**src/rtl/button_debounce_multi_if.sv**
```systemverilog
// Signal bundle for button_debounce_multi: raw button inputs plus every debounced
// level and event-pulse output.
interface button_debounce_multi_if #(
    parameter int CHANNELS = 4
);
    logic [CHANNELS-1:0] button_raw;
    logic [CHANNELS-1:0] button_state;
    logic [CHANNELS-1:0] button_just_went_active;
    logic [CHANNELS-1:0] button_just_went_inactive;
    logic [CHANNELS-1:0] button_just_changed;
    logic [CHANNELS-1:0] button_long_press;
    logic [CHANNELS-1:0] button_repeat;

    modport master (
        output button_raw,
        input  button_state,
        input  button_just_went_active,
        input  button_just_went_inactive,
        input  button_just_changed,
        input  button_long_press,
        input  button_repeat
    );

    modport slave (
        input  button_raw,
        output button_state,
        output button_just_went_active,
        output button_just_went_inactive,
        output button_just_changed,
        output button_long_press,
        output button_repeat
    );
endinterface

```
**src/rtl/button_debounce_multi.sv**
```systemverilog
// Multi-channel synchroniser, debouncer and edge detector with long-press and
// optional auto-repeat. Every channel is an independent copy of the same pipeline.
module button_debounce_multi #(
    parameter int    CHANNELS                 = 4,
    parameter int    METASTABLE_CLOCK_PERIODS = 3,
    parameter int    DEBOUNCE_CLOCK_PERIODS   = 20,
    parameter int    LONG_PRESS_CLOCK_PERIODS = 1000,
    parameter int    REPEAT_CLOCK_PERIODS     = 200,
    parameter int    REPEAT_ENABLE            = 0,
    parameter string POLARITY                 = "HIGH"
) (
    input  logic                    clock,
    input  logic                    reset,
    button_debounce_multi_if.slave  bus
);

    localparam int DB_W   = $clog2(DEBOUNCE_CLOCK_PERIODS);
    localparam int HOLD_W = $clog2(LONG_PRESS_CLOCK_PERIODS + REPEAT_CLOCK_PERIODS + 1);
    localparam int SYNC_W = METASTABLE_CLOCK_PERIODS;

    localparam logic              INVERT      = (POLARITY == "LOW");
    localparam logic              REPEAT_ON   = (REPEAT_ENABLE != 0);
    localparam logic [DB_W-1:0]   DB_LAST     = DB_W'(DEBOUNCE_CLOCK_PERIODS - 1);
    localparam logic [HOLD_W-1:0] LONG_LAST   = HOLD_W'(LONG_PRESS_CLOCK_PERIODS - 1);
    localparam logic [HOLD_W-1:0] REPEAT_LAST = HOLD_W'(REPEAT_CLOCK_PERIODS - 1);
    localparam logic [HOLD_W-1:0] HOLD_MAX    = '1;

    typedef enum logic [1:0] {
        IDLE,
        HELD,
        LONG
    } press_state_t;

    for (genvar ch = 0; ch < CHANNELS; ch++) begin : g_channel
        logic [SYNC_W-1:0] sync_chain;
        logic              synced;
        logic [DB_W-1:0]   db_count;
        logic [HOLD_W-1:0] hold_count;
        logic [HOLD_W-1:0] hold_next;
        logic              state_q;
        logic              went_active_q;
        logic              went_inactive_q;
        logic              changed_q;
        logic              long_q;
        logic              repeat_q;
        logic              accept;
        logic              accept_press;
        logic              accept_release;
        logic              fire_long;
        logic              fire_repeat;
        press_state_t      fsm_state;
        press_state_t      fsm_next;

        // Reset parks the chain at the inactive level so a held input is seen as a fresh press.
        always_ff @(posedge clock) begin
            if (!reset) begin
                sync_chain <= {SYNC_W{INVERT}};
            end else begin
                sync_chain <= {sync_chain[SYNC_W-2:0], bus.button_raw[ch]};
            end
        end

        assign synced         = sync_chain[SYNC_W-1] ^ INVERT;
        assign accept         = (synced != state_q) && (db_count == DB_LAST);
        assign accept_press   = accept && !state_q;
        assign accept_release = accept && state_q;

        always_ff @(posedge clock) begin
            if (!reset) begin
                db_count <= '0;
                state_q  <= 1'b0;
            end else if (synced == state_q || accept) begin
                db_count <= '0;
                if (accept) begin
                    state_q <= ~state_q;
                end
            end else begin
                db_count <= db_count + DB_W'(1);
            end
        end

        // An accepted release takes priority over a long-press or repeat on the same edge.
        always_comb begin
            fsm_next    = fsm_state;
            fire_long   = 1'b0;
            fire_repeat = 1'b0;
            case (fsm_state)
                IDLE: begin
                    if (accept_press) begin
                        fsm_next = HELD;
                    end
                end
                HELD: begin
                    if (accept_release) begin
                        fsm_next = IDLE;
                    end else if (hold_count == LONG_LAST) begin
                        fsm_next  = LONG;
                        fire_long = 1'b1;
                    end
                end
                LONG: begin
                    if (accept_release) begin
                        fsm_next = IDLE;
                    end else if (REPEAT_ON && hold_count == REPEAT_LAST) begin
                        fire_repeat = 1'b1;
                    end
                end
                default: fsm_next = IDLE;
            endcase
        end

        always_comb begin
            hold_next = hold_count + HOLD_W'(1);
            if (accept || !state_q || fire_long || fire_repeat) begin
                hold_next = '0;
            end else if (fsm_state == LONG && !REPEAT_ON && hold_count == HOLD_MAX) begin
                hold_next = hold_count;
            end
        end

        always_ff @(posedge clock) begin
            if (!reset) begin
                fsm_state       <= IDLE;
                hold_count      <= '0;
                went_active_q   <= 1'b0;
                went_inactive_q <= 1'b0;
                changed_q       <= 1'b0;
                long_q          <= 1'b0;
                repeat_q        <= 1'b0;
            end else begin
                fsm_state       <= fsm_next;
                hold_count      <= hold_next;
                went_active_q   <= accept_press;
                went_inactive_q <= accept_release;
                changed_q       <= accept;
                long_q          <= fire_long;
                repeat_q        <= fire_repeat;
            end
        end

        assign bus.button_state[ch]              = state_q;
        assign bus.button_just_went_active[ch]   = went_active_q;
        assign bus.button_just_went_inactive[ch] = went_inactive_q;
        assign bus.button_just_changed[ch]       = changed_q;
        assign bus.button_long_press[ch]         = long_q;
        assign bus.button_repeat[ch]             = repeat_q;
    end

endmodule

```
**src/flat_wrapper.sv**
```systemverilog
// flat-port wrapper written by rule: the top's interface ports become plain ports
module button_debounce_multi_flat 
#(
    parameter int    CHANNELS                 = 4,
    parameter int    METASTABLE_CLOCK_PERIODS = 3,
    parameter int    DEBOUNCE_CLOCK_PERIODS   = 20,
    parameter int    LONG_PRESS_CLOCK_PERIODS = 1000,
    parameter int    REPEAT_CLOCK_PERIODS     = 200,
    parameter int    REPEAT_ENABLE            = 0,
    parameter string POLARITY                 = "    "
)
  (clock, reset, bus_button_raw, bus_button_state, bus_button_just_went_active, bus_button_just_went_inactive, bus_button_just_changed, bus_button_long_press, bus_button_repeat);
  button_debounce_multi_if #(.CHANNELS(CHANNELS)) bus_i ();
  input  logic clock;
  input  logic reset;
  input wire logic [$bits(bus_i.button_raw)-1:0] bus_button_raw;
  output wire logic [$bits(bus_i.button_state)-1:0] bus_button_state;
  output wire logic [$bits(bus_i.button_just_went_active)-1:0] bus_button_just_went_active;
  output wire logic [$bits(bus_i.button_just_went_inactive)-1:0] bus_button_just_went_inactive;
  output wire logic [$bits(bus_i.button_just_changed)-1:0] bus_button_just_changed;
  output wire logic [$bits(bus_i.button_long_press)-1:0] bus_button_long_press;
  output wire logic [$bits(bus_i.button_repeat)-1:0] bus_button_repeat;
  assign bus_i.button_raw = bus_button_raw;
  assign bus_button_state = bus_i.button_state;
  assign bus_button_just_went_active = bus_i.button_just_went_active;
  assign bus_button_just_went_inactive = bus_i.button_just_went_inactive;
  assign bus_button_just_changed = bus_i.button_just_changed;
  assign bus_button_long_press = bus_i.button_long_press;
  assign bus_button_repeat = bus_i.button_repeat;
  button_debounce_multi #(.CHANNELS(CHANNELS), .METASTABLE_CLOCK_PERIODS(METASTABLE_CLOCK_PERIODS), .DEBOUNCE_CLOCK_PERIODS(DEBOUNCE_CLOCK_PERIODS), .LONG_PRESS_CLOCK_PERIODS(LONG_PRESS_CLOCK_PERIODS), .REPEAT_CLOCK_PERIODS(REPEAT_CLOCK_PERIODS), .REPEAT_ENABLE(REPEAT_ENABLE), .POLARITY(POLARITY)) u_core (.clock(clock), .reset(reset), .bus(bus_i));
endmodule
```
**config.mk**
```make
export PLATFORM = sky130hd
export DESIGN_NAME = button_debounce_multi_flat
export DESIGN_NICKNAME = d
export VERILOG_FILES = /design/src/rtl/button_debounce_multi_if.sv /design/src/rtl/button_debounce_multi.sv /design/src/flat_wrapper.sv
export SDC_FILE = /design/constraint.sdc
export NUM_CORES = 1
export LEC_CHECK = 0
export ABC_AREA = 1
export CAP_MARGIN = 40
export CELL_PAD_IN_SITES_DETAIL_PLACEMENT = 0
export CELL_PAD_IN_SITES_GLOBAL_PLACEMENT = 1
export CORE_MARGIN = 8
export CORE_UTILIZATION = 43
export DETAILED_ROUTE_END_ITERATION = 7
export PLACE_DENSITY = 0.75
export SLEW_MARGIN = 20
export SYNTH_ARGS = -nofsm -noshare
export SYNTH_HDL_FRONTEND = slang
export SYNTH_SLANG_ARGS = --single-unit
```
**constraint.sdc**
```tcl
create_clock -name clock -period 1.8 [get_ports clock]
set_clock_uncertainty 0.1 [all_clocks]
set_input_delay 0.36 -clock clock [delete_from_list [all_inputs] [get_ports clock]]
set_output_delay 0.36 -clock clock [all_outputs]
set_load 0.05 [all_outputs]
```
Word level (Yosys, flattened, before mapping)
Cells that the tools add are included.

operators by class
  add/sub/neg operators = 8
  equality and inequality tests = 40
  multiplexer cells = 32
  bitwise gates (word level) = 5
  reduce and logical (&&, ||, !) cells = 52

operators with widths
  kind                   count
  $add 11x1->11 const B  4
  $eq 11x10->1 const B   4
  $eq 11x11->1 const B   4
  $mux 2                 16
  $pmux 2 s3             4
  $add 5x1->5 const B    4
  $eq 5x5->1 const B     4
  $logic_and 1x1->1      16
  $ne 2x1->1 const B     8
  $reduce_or 2->1        8
  $logic_or 1x1->1       12
  $mux 1                 12
  $ne 3x1->1 const B     4
  $reduce_and 3->1       4
  $eq 2x1->1 const B     4
  $eq 2x2->1 const B     4
  $logic_not 2->1        4
  $reduce_and 2->1       4
  $not 1->1              5
  $eq 1x1->1             4
  $logic_not 1->1        4
  $ne 1x1->1             4

word-level totals
  flip-flop bits (word level) = 104
  input bits = 6
  output and inout port bits = 24
  logic and storage cells = 173

Depth between registers and ports, before layout
  word-level depth = 7
  mapped depth = 10

Worst setup path after synthesis
No wires, ideal clock.

  path kind = register -> register
  from = register u_core.g_channel[2].hold_count[0]
  to = register u_core.g_channel[2].hold_count[10]
  library setup time = 0.125 ns
  data arrival time = 1.273 ns
  path slack = 0.302 ns
  stages on the path, launching flop included = 7
  cells stage by stage = dfxtp_1 -> ha_1 -> nand2_1 -> inv_1 -> nand4_2 -> o21bai_4 -> nor2_2

between the ends
  word-level cells in the longest chain between the ends = 6
  elaborated cells on any way between the ends = 9
  classes of those cells = 1 x add/sub; 2 x eq/ne; 3 x mux; 3 x reduce/logical

RTL lines
  what                       line                          RTL
  start, declared            button_debounce_multi.sv:38   logic [HOLD_W-1:0] hold_count;
  start signal, assigned     button_debounce_multi.sv:132  hold_count <= hold_next;
  $eq 11x10->1               button_debounce_multi.sv:96   end else if (hold_count == LONG_LAST) begin
  $mux 1                     button_debounce_multi.sv:96
  $mux 1                     button_debounce_multi.sv:94   if (accept_release) begin
  $mux 1                     button_debounce_multi.sv:87   case (fsm_state)
  $logic_or 1x1->1           button_debounce_multi.sv:114  if (accept || !state_q || fire_long || fire_repeat) begin
  $reduce_or 2->1 (no line)  -

Several ways; a longest one is shown, not always the timed one.
A chain may end at the register's enable or synchronous reset.

Worst setup path in the final report
  from = register u_core.g_channel[2].hold_count[1]
  to = register u_core.g_channel[2].hold_count[6]

The elaborated chain is that of the path after synthesis.

==> flow_metrics.tcl <==
set metrics [dict create \
    synth_async_sr_flop_share_pct 0 \
    power.internal_mw 3.59 \
    wl_met1_um 4650 \
    areaGrowthSynthToFinish_pct 12.4 \
    max_freq_ghz 0.613 \
    drive_gt1_share_pct 14.7 \
    layout_common_cells "nand2_1 (152), nor2_1 (146), dfxtp_1 (104), inv_1 (102), nand3_1 (44)" \
    finalInstanceArea_um2 5700 \
    drt_iter0_drc 219 \
    slew_violations 0 \
    clk_pin_slew_ns 0.07 \
    ctsRootBufferMaster "clkbuf_16" \
    min_path_cells 2 \
    grt_usage_pct 13.0 \
    core_um2 11500 \
    critPathKind "reg2reg" \
    diodes 0 \
    grt_pass1_wl_um 17100 \
    syn_avg_cell_area_um2 7.05 \
    reg2reg_from "u_core.g_channel[2].hold_count[1]" \
    r2r_slack_ns 0.17 \
    via_per_inst 4.49 \
    grt_pass1_vias 3854 \
    final_common_cell "nand2_1" \
    worstPathRequired_ns 1.93 \
    top_layer_used "met4" \
    yosysWarningCount 0 \
    ios 30 \
    port_buffers 25 \
    finalSetupViolCount 0 \
    dr_total_vias 4003 \
    syn_inst 719 \
    firstDrtPassIters 4 \
    drt-total-wl_um 9520 \
    power.share.clock_pct 46.8 \
    overflow 0 \
    wire_per_inst_um 10.7 \
    initial_core_util_pct 44.2 \
    maxCapViolCount 0 \
    synth-edff-count 0 \
    h-tree-depth 3 \
    drc 0 \
    clk_latency_ns 0.35 \
    syn_area_um2 5070 \
    endpoint "u_core.g_channel[2].hold_count[6]" \
    p_switching_uw 904 \
    rsz0062_at_grt "no" \
    ant_nets 0 \
    min_path_type "reg2reg" \
    fin_crit_ns 1.63 \
    die_area_um2 15500 \
    hold_viol 0 \
    critical_path.startpoint "u_core.g_channel[2].hold_count[1]" \
    rows 39 \
    cts_tree "built" \
    ys_types 33 \
    synth-seq-cells 104 \
    power_frac_seq_pct 51.6 \
    finalSetupTns_ns 0 \
    critPathCaptureType "register" \
    fin_nets 757 \
    power.share.switching_pct 20.1 \
    synth_area_leader_cell "dfxtp_1" \
    hpwl_um 7240 \
    antenna_found_initial 0 \
    synth_ff_type "dfxtp_1" \
    r2r_cells 6 \
    status "finished, final reports clean" \
    fp.dieH_um 125 \
    p_leak_nw 2.62 \
    synth.top_cell.area_share_pct 41.1 \
    crit_arrival_ns 1.76 \
    dr_wl_met2_um 4450 \
    cp_max_fo 9 \
    fin_util_pct 49.7 \
    gp_congestion 0.790 \
    period_share_pct 90.6 \
    clockBufferDepth 2 \
    worstReg2RegEnd "u_core.g_channel[2].hold_count[6]" \
    grt_max_degree 17 \
    wl_met3_um 325 \
    dpl_cell_area_um2 5370 \
    peakVddDrop_mv 0.665 \
    numClockSinks 104 \
    startpoint_type "register" \
    p_comb_share_pct 1.7 \
    cts-buffers-inserted 9 \
    synthTopCellsByArea "dfxtp_1 (41%), nand2_1 (11%), nor2_1 (11%)" \
    p_per_area_nw_per_um2 788 \
    ys_seq_area_share_pct 41.1 \
    die_x_um 125 \
]
-- per-layer routing --
metal  vias up  global-route usage [%]
met5         -                       0
met4         0                    3.40
met3         6                    4.60
met2        35                    21.1
met1      1764                    15.9
li1       2198                       -
-- worst min-delay path by stage --
stage	slack [ns]	end	startpoint
finish	0.31	u_core.g_channel[3].sync_chain[2]	u_core.g_channel[3].sync_chain[1]
global route	0.33	u_core.g_channel[1].sync_chain[1]	u_core.g_channel[1].sync_chain[0]
CTS	0.31	u_core.g_channel[1].sync_chain[1]	u_core.g_channel[1].sync_chain[0]
detailed placement	0.30	u_core.g_channel[3].sync_chain[2]	u_core.g_channel[3].sync_chain[1]
global placement	0.29	u_core.g_channel[0].sync_chain[1]	u_core.g_channel[0].sync_chain[0]
floorplan	0.29	u_core.g_channel[0].sync_chain[1]	u_core.g_channel[0].sync_chain[0]
-- stage by stage --
stage               cells  total power [mW]  worst slack, ns  hold WS [ns]
floorplan             722              2.42            0.302         0.290
global placement      875              2.44           0.0355         0.293
detailed placement    875              2.45           0.0384         0.299
CTS                   891              4.58            0.121         0.313
global route          891              4.69           0.0134         0.325
finish                891              4.49            0.169         0.313
-- critical path, cell delays in order (launching register included) --
cell	delay, ns
dfxtp_1	0.39
ha_1	0.27
nand2_1	0.07
inv_1	0.07
nand4_2	0.18
o21bai_4	0.38
nor2_2	0.07
-- cell families after synthesis --
kind of cell	after synthesis	share of synthesized area (%)
AND/OR/NAND/NOR	415	37.0
other	1	0.0740
XOR/XNOR	31	5.36
flip-flops	104	41.1
adder cells (fa/ha/maj)	8	1.97
AO/OA/AOI/OAI	16	1.85
buffers and inverters	144	12.7
-- cell usage after synthesis (8+ instances only) --
| cell | count |
|---|---|
| a21oi_1 | 8 |
| buf_4 | 24 |
| dfxtp_1 | 104 |
| ha_1 | 8 |
| inv_1 | 102 |
| inv_2 | 10 |
| nand2_1 | 152 |
| nand3_1 | 44 |
| nand4_1 | 16 |
| nor2_1 | 147 |
| nor2_2 | 25 |
| xnor2_1 | 8 |
| xor2_1 | 23 |
-- what timing repair did --
action | in CTS | in global routing
hold buffers | 0 | 0
gates resized for setup | 0 | 1
buffers inserted | 0 | 0
endpoints found under the setup margin | 0 | 8
-- power by group through the flow --
| stage | clock [mW] | combinational, mW | sequential [mW] |
|---|---|---|---|
| after floorplan | 0 | 0.0532 | 2.37 |
| after global placement | 0 | 0.0738 | 2.37 |
| after detailed placement | 0 | 0.0749 | 2.37 |
| after CTS | 2.19 | 0.0752 | 2.32 |
| after global routing | 2.29 | 0.0832 | 2.32 |
| final | 2.10 | 0.0743 | 2.32 |
-- state kept, by name, summed over array words and instances, names as in the netlist --
signal,cells
u_core.g_channel.long_q,4
u_core.g_channel.changed_q,4
u_core.g_channel.went_inactive_q,4
u_core.g_channel.hold_count,44
u_core.g_channel.sync_chain,12
u_core.g_channel.state_q,4
u_core.g_channel.db_count,20
u_core.g_channel.went_active_q,4
u_core.g_channel.fsm_state,8
-- cell type report --
class	instances	area (µm²)
fill	1160	5770
sequential	104	2080
timing repair buffer	39	318
clock inverter	6	82.6
tap	143	179
inverter	115	440
multi-input combinational	474	2360
clock buffer	10	239
Power figures use the tool's default switching activity.
